### src/rtl/demux_stream_router_if.sv
// Stream bundle between one producer, the router, and N_OUT consumers.
// Handshake: a beat moves on a channel only in a cycle where that channel's valid and ready are both 1.
interface demux_stream_router_if #(
    parameter int WIDTH = 8,
    parameter int N_OUT = 4,
    parameter int SEL_W = 2,
    parameter int CNT_W = 8
);
    logic [WIDTH-1:0]       in_data;
    logic [SEL_W-1:0]       in_sel;
    logic                   in_bcast;
    logic                   in_valid;
    logic                   in_ready;
    logic [N_OUT*WIDTH-1:0] out_data;
    logic [N_OUT-1:0]       out_valid;
    logic [N_OUT-1:0]       out_ready;
    logic [CNT_W-1:0]       drop_cnt;

    // Router side
    modport slave (
        input  in_data, in_sel, in_bcast, in_valid, out_ready,
        output in_ready, out_data, out_valid, drop_cnt
    );

    // Producer/consumer side
    modport master (
        output in_data, in_sel, in_bcast, in_valid, out_ready,
        input  in_ready, out_data, out_valid, drop_cnt
    );
endinterface

### src/rtl/demux_stream_router.sv
// Registered 1:N stream demux with unicast, all-or-nothing broadcast and a saturating
// counter for beats whose select names no channel.
module demux_stream_router #(
    parameter int WIDTH = 8,
    parameter int N_OUT = 4,
    parameter int SEL_W = 2,
    parameter int CNT_W = 8
) (
    input  logic                 clk,
    input  logic                 rst,
    demux_stream_router_if.slave bus
);
    logic [N_OUT-1:0][WIDTH-1:0] out_data_q, out_data_d;
    logic [N_OUT-1:0]            out_valid_q, out_valid_d;
    logic [CNT_W-1:0]            drop_cnt_q, drop_cnt_d;

    logic [N_OUT-1:0] onehot;
    logic [N_OUT-1:0] mask;
    logic [N_OUT-1:0] free;
    logic [N_OUT-1:0] load;
    logic             in_ready;
    logic             accept;

    always_comb begin
        onehot = '0;
        // An out-of-range select matches no channel, leaving the mask empty.
        for (int k = 0; k < N_OUT; k++) begin
            onehot[k] = (int'(bus.in_sel) == k);
        end
        mask     = bus.in_bcast ? {N_OUT{1'b1}} : onehot;
        free     = ~out_valid_q | bus.out_ready;
        in_ready = &(free | ~mask);
        accept   = bus.in_valid & in_ready;
        load     = accept ? mask : '0;
    end

    always_comb begin
        out_data_d  = out_data_q;
        out_valid_d = out_valid_q;
        drop_cnt_d  = drop_cnt_q;
        for (int k = 0; k < N_OUT; k++) begin
            if (load[k]) begin
                out_data_d[k]  = bus.in_data;
                out_valid_d[k] = 1'b1;
            end else if (bus.out_ready[k]) begin
                out_valid_d[k] = 1'b0;
            end
        end
        if (accept && (mask == '0) && (drop_cnt_q != {CNT_W{1'b1}})) begin
            drop_cnt_d = drop_cnt_q + CNT_W'(1);
        end
    end

    always_ff @(posedge clk) begin
        if (rst) begin
            out_data_q  <= '0;
            out_valid_q <= '0;
            drop_cnt_q  <= '0;
        end else begin
            out_data_q  <= out_data_d;
            out_valid_q <= out_valid_d;
            drop_cnt_q  <= drop_cnt_d;
        end
    end

    assign bus.in_ready  = in_ready;
    assign bus.out_data  = out_data_q;
    assign bus.out_valid = out_valid_q;
    assign bus.drop_cnt  = drop_cnt_q;
endmodule

### src/flat_wrapper.sv
// flat-port wrapper written by rule: the top's interface ports become plain ports
module demux_stream_router_flat 
#(
    parameter int WIDTH = 8,
    parameter int N_OUT = 4,
    parameter int SEL_W = 2,
    parameter int CNT_W = 8
)
  (clk, rst, bus_in_data, bus_in_sel, bus_in_bcast, bus_in_valid, bus_out_ready, bus_in_ready, bus_out_data, bus_out_valid, bus_drop_cnt);
  demux_stream_router_if #(.WIDTH(WIDTH), .N_OUT(N_OUT), .SEL_W(SEL_W), .CNT_W(CNT_W)) bus_i ();
  input  logic clk;
  input  logic rst;
  input wire logic [$bits(bus_i.in_data)-1:0] bus_in_data;
  input wire logic [$bits(bus_i.in_sel)-1:0] bus_in_sel;
  input wire logic [$bits(bus_i.in_bcast)-1:0] bus_in_bcast;
  input wire logic [$bits(bus_i.in_valid)-1:0] bus_in_valid;
  input wire logic [$bits(bus_i.out_ready)-1:0] bus_out_ready;
  output wire logic [$bits(bus_i.in_ready)-1:0] bus_in_ready;
  output wire logic [$bits(bus_i.out_data)-1:0] bus_out_data;
  output wire logic [$bits(bus_i.out_valid)-1:0] bus_out_valid;
  output wire logic [$bits(bus_i.drop_cnt)-1:0] bus_drop_cnt;
  assign bus_i.in_data = bus_in_data;
  assign bus_i.in_sel = bus_in_sel;
  assign bus_i.in_bcast = bus_in_bcast;
  assign bus_i.in_valid = bus_in_valid;
  assign bus_i.out_ready = bus_out_ready;
  assign bus_in_ready = bus_i.in_ready;
  assign bus_out_data = bus_i.out_data;
  assign bus_out_valid = bus_i.out_valid;
  assign bus_drop_cnt = bus_i.drop_cnt;
  demux_stream_router #(.WIDTH(WIDTH), .N_OUT(N_OUT), .SEL_W(SEL_W), .CNT_W(CNT_W)) u_core (.clk(clk), .rst(rst), .bus(bus_i));
endmodule
### config.mk
export PLATFORM = sky130hd
export DESIGN_NAME = demux_stream_router_flat
export DESIGN_NICKNAME = d
export VERILOG_FILES = /design/src/rtl/demux_stream_router_if.sv /design/src/rtl/demux_stream_router.sv /design/src/flat_wrapper.sv
export SDC_FILE = /design/constraint.sdc
export NUM_CORES = 1
export LEC_CHECK = 0
export CAP_MARGIN = 10
export CORE_MARGIN = 5
export CORE_UTILIZATION = 40
export DETAILED_ROUTE_END_ITERATION = 7
export HOLD_SLACK_MARGIN = 0.1
export PLACE_DENSITY = 0.73
export SYNTH_ARGS = -nofsm -noshare
export SYNTH_HDL_FRONTEND = slang
export SYNTH_SLANG_ARGS = --single-unit
export TNS_END_PERCENT = 30
### constraint.sdc
create_clock -name clk -period 2 [get_ports clk]
set_clock_uncertainty 0.1 [all_clocks]
set_input_delay 0.5 -clock clk [delete_from_list [all_inputs] [get_ports clk]]
set_output_delay 0.5 -clock clk [all_outputs]
set_load 0.02 [all_outputs]
# Yosys cells after proc, flatten, opt, wreduce, memory -nomap -nowiden
# Index checks and enable logic that the tools add are counted.
[word_totals]
wordCells = 38
input_bits = 18
regBits = 44
output_inout_bits = 45
[classes]
muxes = 10
add_sub_neg = 1
reduce_logical = 9
bitwise_logic = 5
n_eq_ne = 4
[op_table]
columns = ["operator", "count"]
rows = [
  ["8-bit by 1-bit adder with 8-bit output (second input constant)", 1],
  ["1-bit 2-to-1 mux", 8],
  ["4-bit 2-to-1 mux", 2],
  ["8-bit != test (second input constant)", 1],
  ["4-bit inverter", 2],
  ["4-bit bitwise OR", 2],
  ["2-bit nonzero test", 4],
  ["2-bit == test (second input constant)", 2],
  ["4-bit logical NOT", 1],
  ["4-bit AND reduction", 1],
  ["2-bit by 1-bit == test with 1-bit output (second input constant)", 1],
  ["1-bit logical AND", 2],
  ["2-bit logical NOT", 1],
  ["1-bit bitwise AND", 1],
]

# Depth between registers and ports, before layout
# Gate-level depths: netlist of the first run.
[depth]
word_depth = 8
mapped_depth = 6
depth_no_buf = 5

# Worst setup path before layout of the first run
# OpenSTA, ideal clock, no wires.
[synth_path]
kind = "input to output"
start = "in bus_in_bcast"
end = "out bus_in_ready"
path_buffers = 0
t_arrival_ns = 1.211
slack_ns = 0.189
cell_stages = 4
required_time_ns = 1.400
path_cell_list = "o21ba_4 -> nand2b_2 -> nand3_2 -> nor2_1"
[synth_between]
elab_chain_cells = 4
[synth_lines]
columns = ["element", "line_no", "rtl"]
rows = [
  ["from (decl)", "flat_wrapper.sv:15", "input wire logic [$bits(bus_i.in_bcast)-1:0] bus_in_bcast;"],
  ["4-bit 2-to-1 mux", "demux_stream_router.sv:30", "mask = bus.in_bcast ? {N_OUT{1'b1}} : onehot;"],
  ["4-bit inverter", "demux_stream_router.sv:32", "in_ready = &(free | ~mask);"],
  ["4-bit bitwise OR", "demux_stream_router.sv:32", ""],
  ["4-bit AND reduction", "demux_stream_router.sv:32", ""],
  ["to (decl)", "flat_wrapper.sv:18", "output wire logic [$bits(bus_i.in_ready)-1:0] bus_in_ready;"],
]
# Every way passes these cells.

# Final worst setup path of the first run
[layout_path]
start = "in bus_out_ready[3]"
end = "out bus_in_ready"
[layout_between]
elab_chain_cells = 3
[layout_lines]
columns = ["element", "line_no", "rtl"]
rows = [
  ["from (decl)", "flat_wrapper.sv:17", "input wire logic [$bits(bus_i.out_ready)-1:0] bus_out_ready;"],
  ["4-bit bitwise OR", "demux_stream_router.sv:31", "free = ~out_valid_q | bus.out_ready;"],
  ["4-bit bitwise OR", "demux_stream_router.sv:32", ""],
  ["4-bit AND reduction", "demux_stream_router.sv:32", ""],
]
# Every way passes these cells.

==> reports/metrics.cfg, run 1 <==
[run_status]
outcome = complete, no violations

[layout]
layout.cell_area.non_filler_mm2 = 0.00271
fillCellCount = 343
seqCellArea_um2 = 881
layout.nets = 270
multi_input_comb_area_um2 = 836
final_layout_size_suffix_gt1_share_pct = 17.8
area_growth_pct = 57.6
antenna_cells = 0

[floorplan]
die_height_um = 75.6
dieWidth_um = 75.6
placeableCoreArea_mm2 = 0.00409
die_area_mm2 = 0.00571
placement_rows = 23
boundaryPins = 63
initial_utilization_pct = 42.1

[power]
cellLeakagePower_uw = 0.00114
cellPowerDensity_mw_per_mm2 = 776
power.ir.vdd_worst_uv = 590

[clock_tree]
clock-root-buffer = clkbuf_8
max-clock-path-buffers = 2
cts_tree = done
cts_buf_count = 5
holdBufCountCts = 0
worst_skew_pair.late_latency_ns = 0.29
cts.sink_count = 44
clock_tree.htree_level_count = 2
worst_setup_hold_path_clk_slew_ns = 0.08

[synth]
synth_seq_area_share_pct = 51.2
synth_nets = 189
postSynthCellCount = 171
post_synth_instance_area_mm2 = 0.00172
avgSynthCellArea_um2 = 10.1
yosysWarningCount = 0
post_synthesis_register_bit_count = 44
yosysUniqueCellTypes = 26

[placement]
gp_routability_congestion = 0.829
placed_cell_area_mm2 = 0.00252
post_place_worst_slack_ns = -0.729
place.port_buffers = 62
hpwlAfterDp_mm = 3.09

[sta]
slew_headroom_pct = 75.2
fin_crit_ns = 1.94
hold_viol_final = 0
report.final.slew_viol_count = 0
max_freq_mhz = 516
timing.final.ws_setup_ns = 0.0613
timing.final.setup_violations = 0
tightest_slew_ns = 0.371
rsz0062_at_grt = no
post-route-period-util_pct = 96.9

[global_routing]
initial_antenna_violation_count = 0
vias_in_the_first_global_route = 1512
grt_first_pass_wirelength_mm = 7.14
grt_start_max_net_pins = 53
globalRoute.totalOverflow = 0
grtUsageTotal_pct = 16.8

[flow_run]
cap_viol_max_count = 0

[routing]
dr.max_layer_used = met4
route.antenna.remaining_nets = 0
route.met2.wl_mm = 2.13
detail_route.wirelength.met1_mm = 1.86
routed-wl-met3_um = 379
drt-total-wl_mm = 4.42
drt-vias-per-instance = 4.87
vias_post_dr = 1477
drt_first_iter_violations = 72
drt-wirelength-per-cell_um = 14.6
route.detailed.drc = 0
drt_first_pass_iters = 4

[critical_path]
cpPeakStageDelay_ns = 0.45
cp_top_family = buffers and inverters
critical_path_class = primary input to output port
timing.critical_path.buf_inv = 2
critical-path-slowest-cell = clkdlybuf4s50_1
crit_chain = clkdlybuf4s50_1 -> nand2b_4 -> nor2_2 -> nor2_1 -> buf_4
worstPathRequired_ns = 1.40
critical_path.max_fanout = 2
worstSetupEndpointType = output port
worst-endpoint-arrival_ns = 1.34
start_kind = primary input

[worst_hold_path]
hp-class = flip-flop to flip-flop

worst reg2reg max path: cells and delay by family (launching register included):
family | cells | cell delay (ns)
AND/OR/NAND/NOR | 3 | 0.37
flip-flops | 1 | 0.34
AO/OA/AOI/OAI | 1 | 0.12
buffers and inverters | 3 | 0.51
multiplexers | 1 | 0.21
registers in the layout, summed over array words and instances (netlist names):
signal,count
u_core.bus.out_data,32
u_core.bus.drop_cnt,8
u_core.bus.out_valid,4
cells by family (layout without fill, tap and decap cells):
family          Yosys count  in the layout  share of synthesized area, %
compound gates           27             27                          9.31
buf+inv                  11             93                          3.34
flops                    44             44                          51.2
mux                      24             24                          14.0
simple gates             65             65                          22.2
metal layers:
metal	vias up	global-route usage, %
met1	687	20.8
met2	48	26.6
li1	738	-
met3	4	6.60
met5	-	0
met4	0	5.83
Yosys cell counts:
cell type  count  area share, %
buf_2          1           0.29
a211o_1        1           0.51
a21o_1         1           0.44
inv_1          1           0.22
buf_4          2           0.87
nand3b_1       2           0.87
clkbuf_1       6            1.3
o21ai_0        9            2.6
o21ba_1        1           0.58
nor3_1         1           0.29
o21bai_1       1           0.44
and3b_1        1           0.51
nand2b_2       1           0.51
nor2_1        10            2.2
buf_6          1           0.65
mux2i_1       24             14
nand2_1        1           0.22
a21oi_1       12            3.5
nand3_2        1           0.58
nor2b_1       11            4.0
dfxtp_1       44             51
nand4b_1       1           0.51
nand2b_1      28             10
o21ba_4        1           0.95
nand3_1        8            2.3
o21ai_1        1           0.29
power breakdown:
group / switching (uW) / internal [uW] / total [uW]
logic: 201 / 218 / 419
clock network: 295 / 441 / 736
registers: 25.5 / 923 / 949
total: 521 / 1580 / 2100
worst paths after layout:
path,slack (ns),to,cells after the start,startpoint
worst max-delay path,0.06,bus_in_ready,5,bus_out_ready[3]
worst min-delay path,0.37,u_core.bus.drop_cnt[3],1,u_core.bus.drop_cnt[3]
worst max register to register,0.29,u_core.bus.out_data[5],8,u_core.bus.out_valid[1]
worst min register to register,0.37,u_core.bus.drop_cnt[3],1,u_core.bus.drop_cnt[3]
cell type report:
class | count | area share, %
Tap cell | 50 | 2.31
Timing Repair Buffer | 84 | 29.6
Multi-Input combinational cell | 116 | 30.8
Clock buffer | 7 | 3.55
Sequential cell | 44 | 32.5
Clock inverter | 1 | 1.11
Inverter | 1 | 0.138
cell usage in the layout (no fill, tap or decap), types with 2 or more instances in the layout:
cell,count
clkbuf_8,7
buf_4,20
nand2b_1,24
dfxtp_1,44
buf_2,2
nor2_1,9
dlygate4sd2_1,3
mux2i_1,24
clkdlybuf4s50_1,55
o21ai_0,9
a21oi_1,12
buf_12,3
nand3_1,8
nand3b_1,2
nor2b_1,9
nand2b_4,4
per-stage QoR:
| step | setup TNS (ns) | total power (uW) | instances | util, % | hold WS, ns |
|---|---|---|---|---|---|
| 2_1_floorplan | 0 | 1170 | 171 | - | 0.446 |
| 3_3_place_gp | -11.42 | 1370 | 291 | 61.7 | 0.352 |
| 3_5_place_dp | -12.13 | 1380 | 291 | 61.7 | 0.355 |
| 4_1_cts | 0 | 2120 | 303 | 66.2 | 0.374 |
| 5_1_grt | 0 | 2210 | 303 | 66.4 | 0.386 |
| 6_report | 0 | 2100 | 303 | 66.4 | 0.371 |
timing repair:
item / 4_1_cts / 5_1_grt
endpoints found under the setup margin: 27 / 7
resized for setup: 26 / 3
pin swaps: 3 / 0
setup buffers: 4 / 0
No activity file was read; power rests on OpenSTA's default activity.
==> inputs of run 2 (changes only) <==
--- a/config.mk
+++ b/config.mk
@@ -7,10 +7,12 @@
 export LEC_CHECK = 0
 export CAP_MARGIN = 10
 export CORE_MARGIN = 5
-export CORE_UTILIZATION = 40
+export CORE_UTILIZATION = 39
 export DETAILED_ROUTE_END_ITERATION = 7
 export HOLD_SLACK_MARGIN = 0.1
-export PLACE_DENSITY = 0.73
+export PLACE_DENSITY = 0.74
+export RECOVER_POWER = 100
+export SKIP_CTS_REPAIR_TIMING = 1
 export SYNTH_ARGS = -nofsm -noshare
 export SYNTH_HDL_FRONTEND = slang
 export SYNTH_SLANG_ARGS = --single-unit
==> constraint.sdc (replaced) <==
create_clock -name clk -period 1.6 [get_ports clk]
set_clock_uncertainty 0.1 [all_clocks]
set_input_delay 0.4 -clock clk [delete_from_list [all_inputs] [get_ports clk]]
set_output_delay 0.4 -clock clk [all_outputs]
set_load 0.02 [all_outputs]
==> run 2 against run 1 <==
Compared with the run above: power grew 14%; combinational power rose by 15%; the run now ends with negative setup slack left; critical path type unchanged; sequential share of layout area rose by 2.8 points; clock power is 0.5% lower; first-iteration DRC count is 9.7% higher; flip-flop and latch count unchanged.
==> reports/metrics.cfg, run 2 (synthesis gave the netlist of run 1 again) <==
[power]
power.ir.vdd_worst_uv = 560  ; -5.0%
cellLeakagePower_uw = 0.00118  ; +3.3%
cellPowerDensity_mw_per_mm2 = 957  ; +23%

[routing]
vias_post_dr = 1502  ; +1.7%
drt-total-wl_mm = 4.46  ; +0.84%
drt-wirelength-per-cell_um = 14.6  ; -0.15%
drt_first_pass_iters = 4  ; unchanged
route.detailed.drc = 0  ; unchanged
route.antenna.remaining_nets = 0  ; unchanged
drt_first_iter_violations = 79  ; +9.7%
drt-vias-per-instance = 4.91  ; +0.70%

[layout]
fin_util_pct = 58.0  ; -8.4 points
final_layout_size_suffix_gt1_share_pct = 19.3  ; +1.5 points
layout.cell_area.non_filler_mm2 = 0.00251  ; -7.6%
instances_no_fill = 306  ; +0.99%
fillCellCount = 398  ; +16%
area_growth_pct = 45.7
layout_commonest_cell = dfxtp_1
largest_register_ffs = 32  ; unchanged
layout.nets = 271  ; +0.37%
most_frequent_cells_in_the_layout = dfxtp_1, clkbuf_1, nand2b_1, mux2i_1, buf_4
antenna_cells = 0  ; unchanged

[sta]
slew_headroom_pct = 65.2  ; -10 points
hold_viol_final = 0  ; unchanged
timing.final.setup_violations = 3  ; +3
fin_crit_ns = 1.69
max_freq_mhz = 591
timing.final.ws_setup_ns = -0.0934  ; -0.155 ns
rsz0062_at_grt = yes
tightest_slew_ns = 0.521  ; +0.150 ns
report.final.slew_viol_count = 0  ; unchanged
post-route-period-util_pct = 106

[floorplan]
placement_rows = 24  ; +4.3%
dieWidth_um = 76.4  ; +1.1%
initial_utilization_pct = 39.8  ; -2.3 points
boundaryPins = 63  ; unchanged
die_area_mm2 = 0.00584  ; +2.2%
die_height_um = 76.4  ; +1.1%
placeableCoreArea_mm2 = 0.00432  ; +5.8%

[critical_path]
worstSetupEndpointType = output port
critical_path_class = primary input to output port
start_kind = primary input
critical_path.startpoint = bus_in_bcast
reg2regPathDepth = 7  ; -1
setup.worst_path.end = bus_in_ready
r2r_startpoint = u_core.bus.out_valid[1]
worst-endpoint-arrival_ns = 1.19  ; -0.15 ns
worstPathRequired_ns = 1.10  ; -0.30 ns
critical_path.max_fanout = 5  ; +3
regToRegEndpoint = u_core.bus.out_data[0]
reg2reg_setup_slack_ns = 0.07  ; -0.22 ns

[clock_tree]
cts.sink_count = 44  ; unchanged
cts_tree = done
max-clock-path-buffers = 2  ; unchanged
worst_skew_pair.late_latency_ns = 0.30  ; about the same
clock_tree.htree_level_count = 2  ; unchanged
clock-root-buffer = clkbuf_8
cts_buf_count = 5  ; unchanged
worst_setup_hold_path_clk_slew_ns = 0.08  ; about the same

[global_routing]
grt_first_pass_wirelength_mm = 6.72  ; -5.9%
initial_antenna_violation_count = 0  ; unchanged
grtUsageTotal_pct = 14.2  ; -2.6 points
vias_in_the_first_global_route = 1458  ; -3.6%
grt_start_max_net_pins = 26  ; -51%
globalRoute.totalOverflow = 0  ; unchanged

[run_status]
violations_in_the_final_reports = negative setup slack
outcome = finished with violations

[placement]
place.port_buffers = 62  ; unchanged
hpwlAfterDp_mm = 3.13  ; +1.1%
placed_cells_incl_taps = 297  ; +2.1%
placed_cell_area_mm2 = 0.00254  ; +0.60%
gp_routability_congestion = 0.766  ; -7.6%

[worst_hold_path]
hp-class = primary input to flip-flop

[flow_run]
cap_viol_max_count = 0  ; unchanged

==> run 2: cell types whose count changed in the layout (fill, tap and decap cells not counted), moves of 3 or more <==
cell | before | now
buf_6 | 0 | 4
dlymetal6s2s_1 | 0 | 11
clkbuf_1 | 0 | 40
dlygate4sd2_1 | 3 | 0
buf_4 | 20 | 17
clkdlybuf4s50_1 | 55 | 8
==> run 2: worst min-delay path by stage <==
stage,from,to,slack (ns),cells after the start
3_3_place_gp,u_core.bus.drop_cnt[6],u_core.bus.drop_cnt[6],0.35,1
5_1_grt,bus_out_ready[2],u_core.bus.out_valid[2],0.38,4
6_report,bus_out_ready[2],u_core.bus.out_valid[2],0.37,4
3_5_place_dp,u_core.bus.drop_cnt[0],u_core.bus.drop_cnt[0],0.36,1
2_1_floorplan,bus_in_data[0],u_core.bus.out_data[24],0.44,2
4_1_cts,u_core.bus.drop_cnt[0],u_core.bus.drop_cnt[0],0.37,1
==> run 2: cell type report <==
| class | count | area, um2 | area share [%] |
|---|---|---|---|
| well taps | 52 | 65.1 | 2.60 |
| repair buffers | 85 | 586 | 23.4 |
| flip-flops and latches | 44 | 883 | 35.2 |
| clock inverters | 2 | 15.0 | 0.599 |
| inverters | 1 | 3.75 | 0.150 |
| clock buffers | 6 | 82.6 | 3.30 |
| multi-input cells | 116 | 871 | 34.7 |
==> run 2: critical path: stages <==
cell and delay [ns]:
buf_4 0.13, o21ba_4 0.22, nand2b_4 0.12, nand3_2 0.07, nor2_2 0.13, buf_6 0.12
==> run 2: stage by stage <==
stage               hold slack [ns]  worst slack (ns)  power [uW]  TNS, ns
finish                        0.371           -0.0934        2400   -0.112
global route                  0.384            -0.158        2520    -1.17
CTS                           0.374            -0.935        2450   -18.20
detailed placement            0.358            -0.931        1720   -22.36
global placement              0.352            -0.905        1720   -21.71
floorplan                     0.444            0.0298        1470        0
==> run 2: metal layers <==
layer | vias up | GRT usage (%) | share of wire, %
met5 | - | 0 | 0
met4 | 0 | 4.72 | 1.0
met3 | 7 | 8.04 | 7.9
met2 | 48 | 21.8 | 48
met1 | 706 | 16.4 | 43
li1 | 741 | - | -
==> run 2: where the power goes <==
part / internal (uW) / switching [uW] / total (uW)
sequential: 1160 / 30.9 / 1190
clock: 349 / 383 / 732
combinational: 217 / 262 / 480
total: 1720 / 676 / 2400
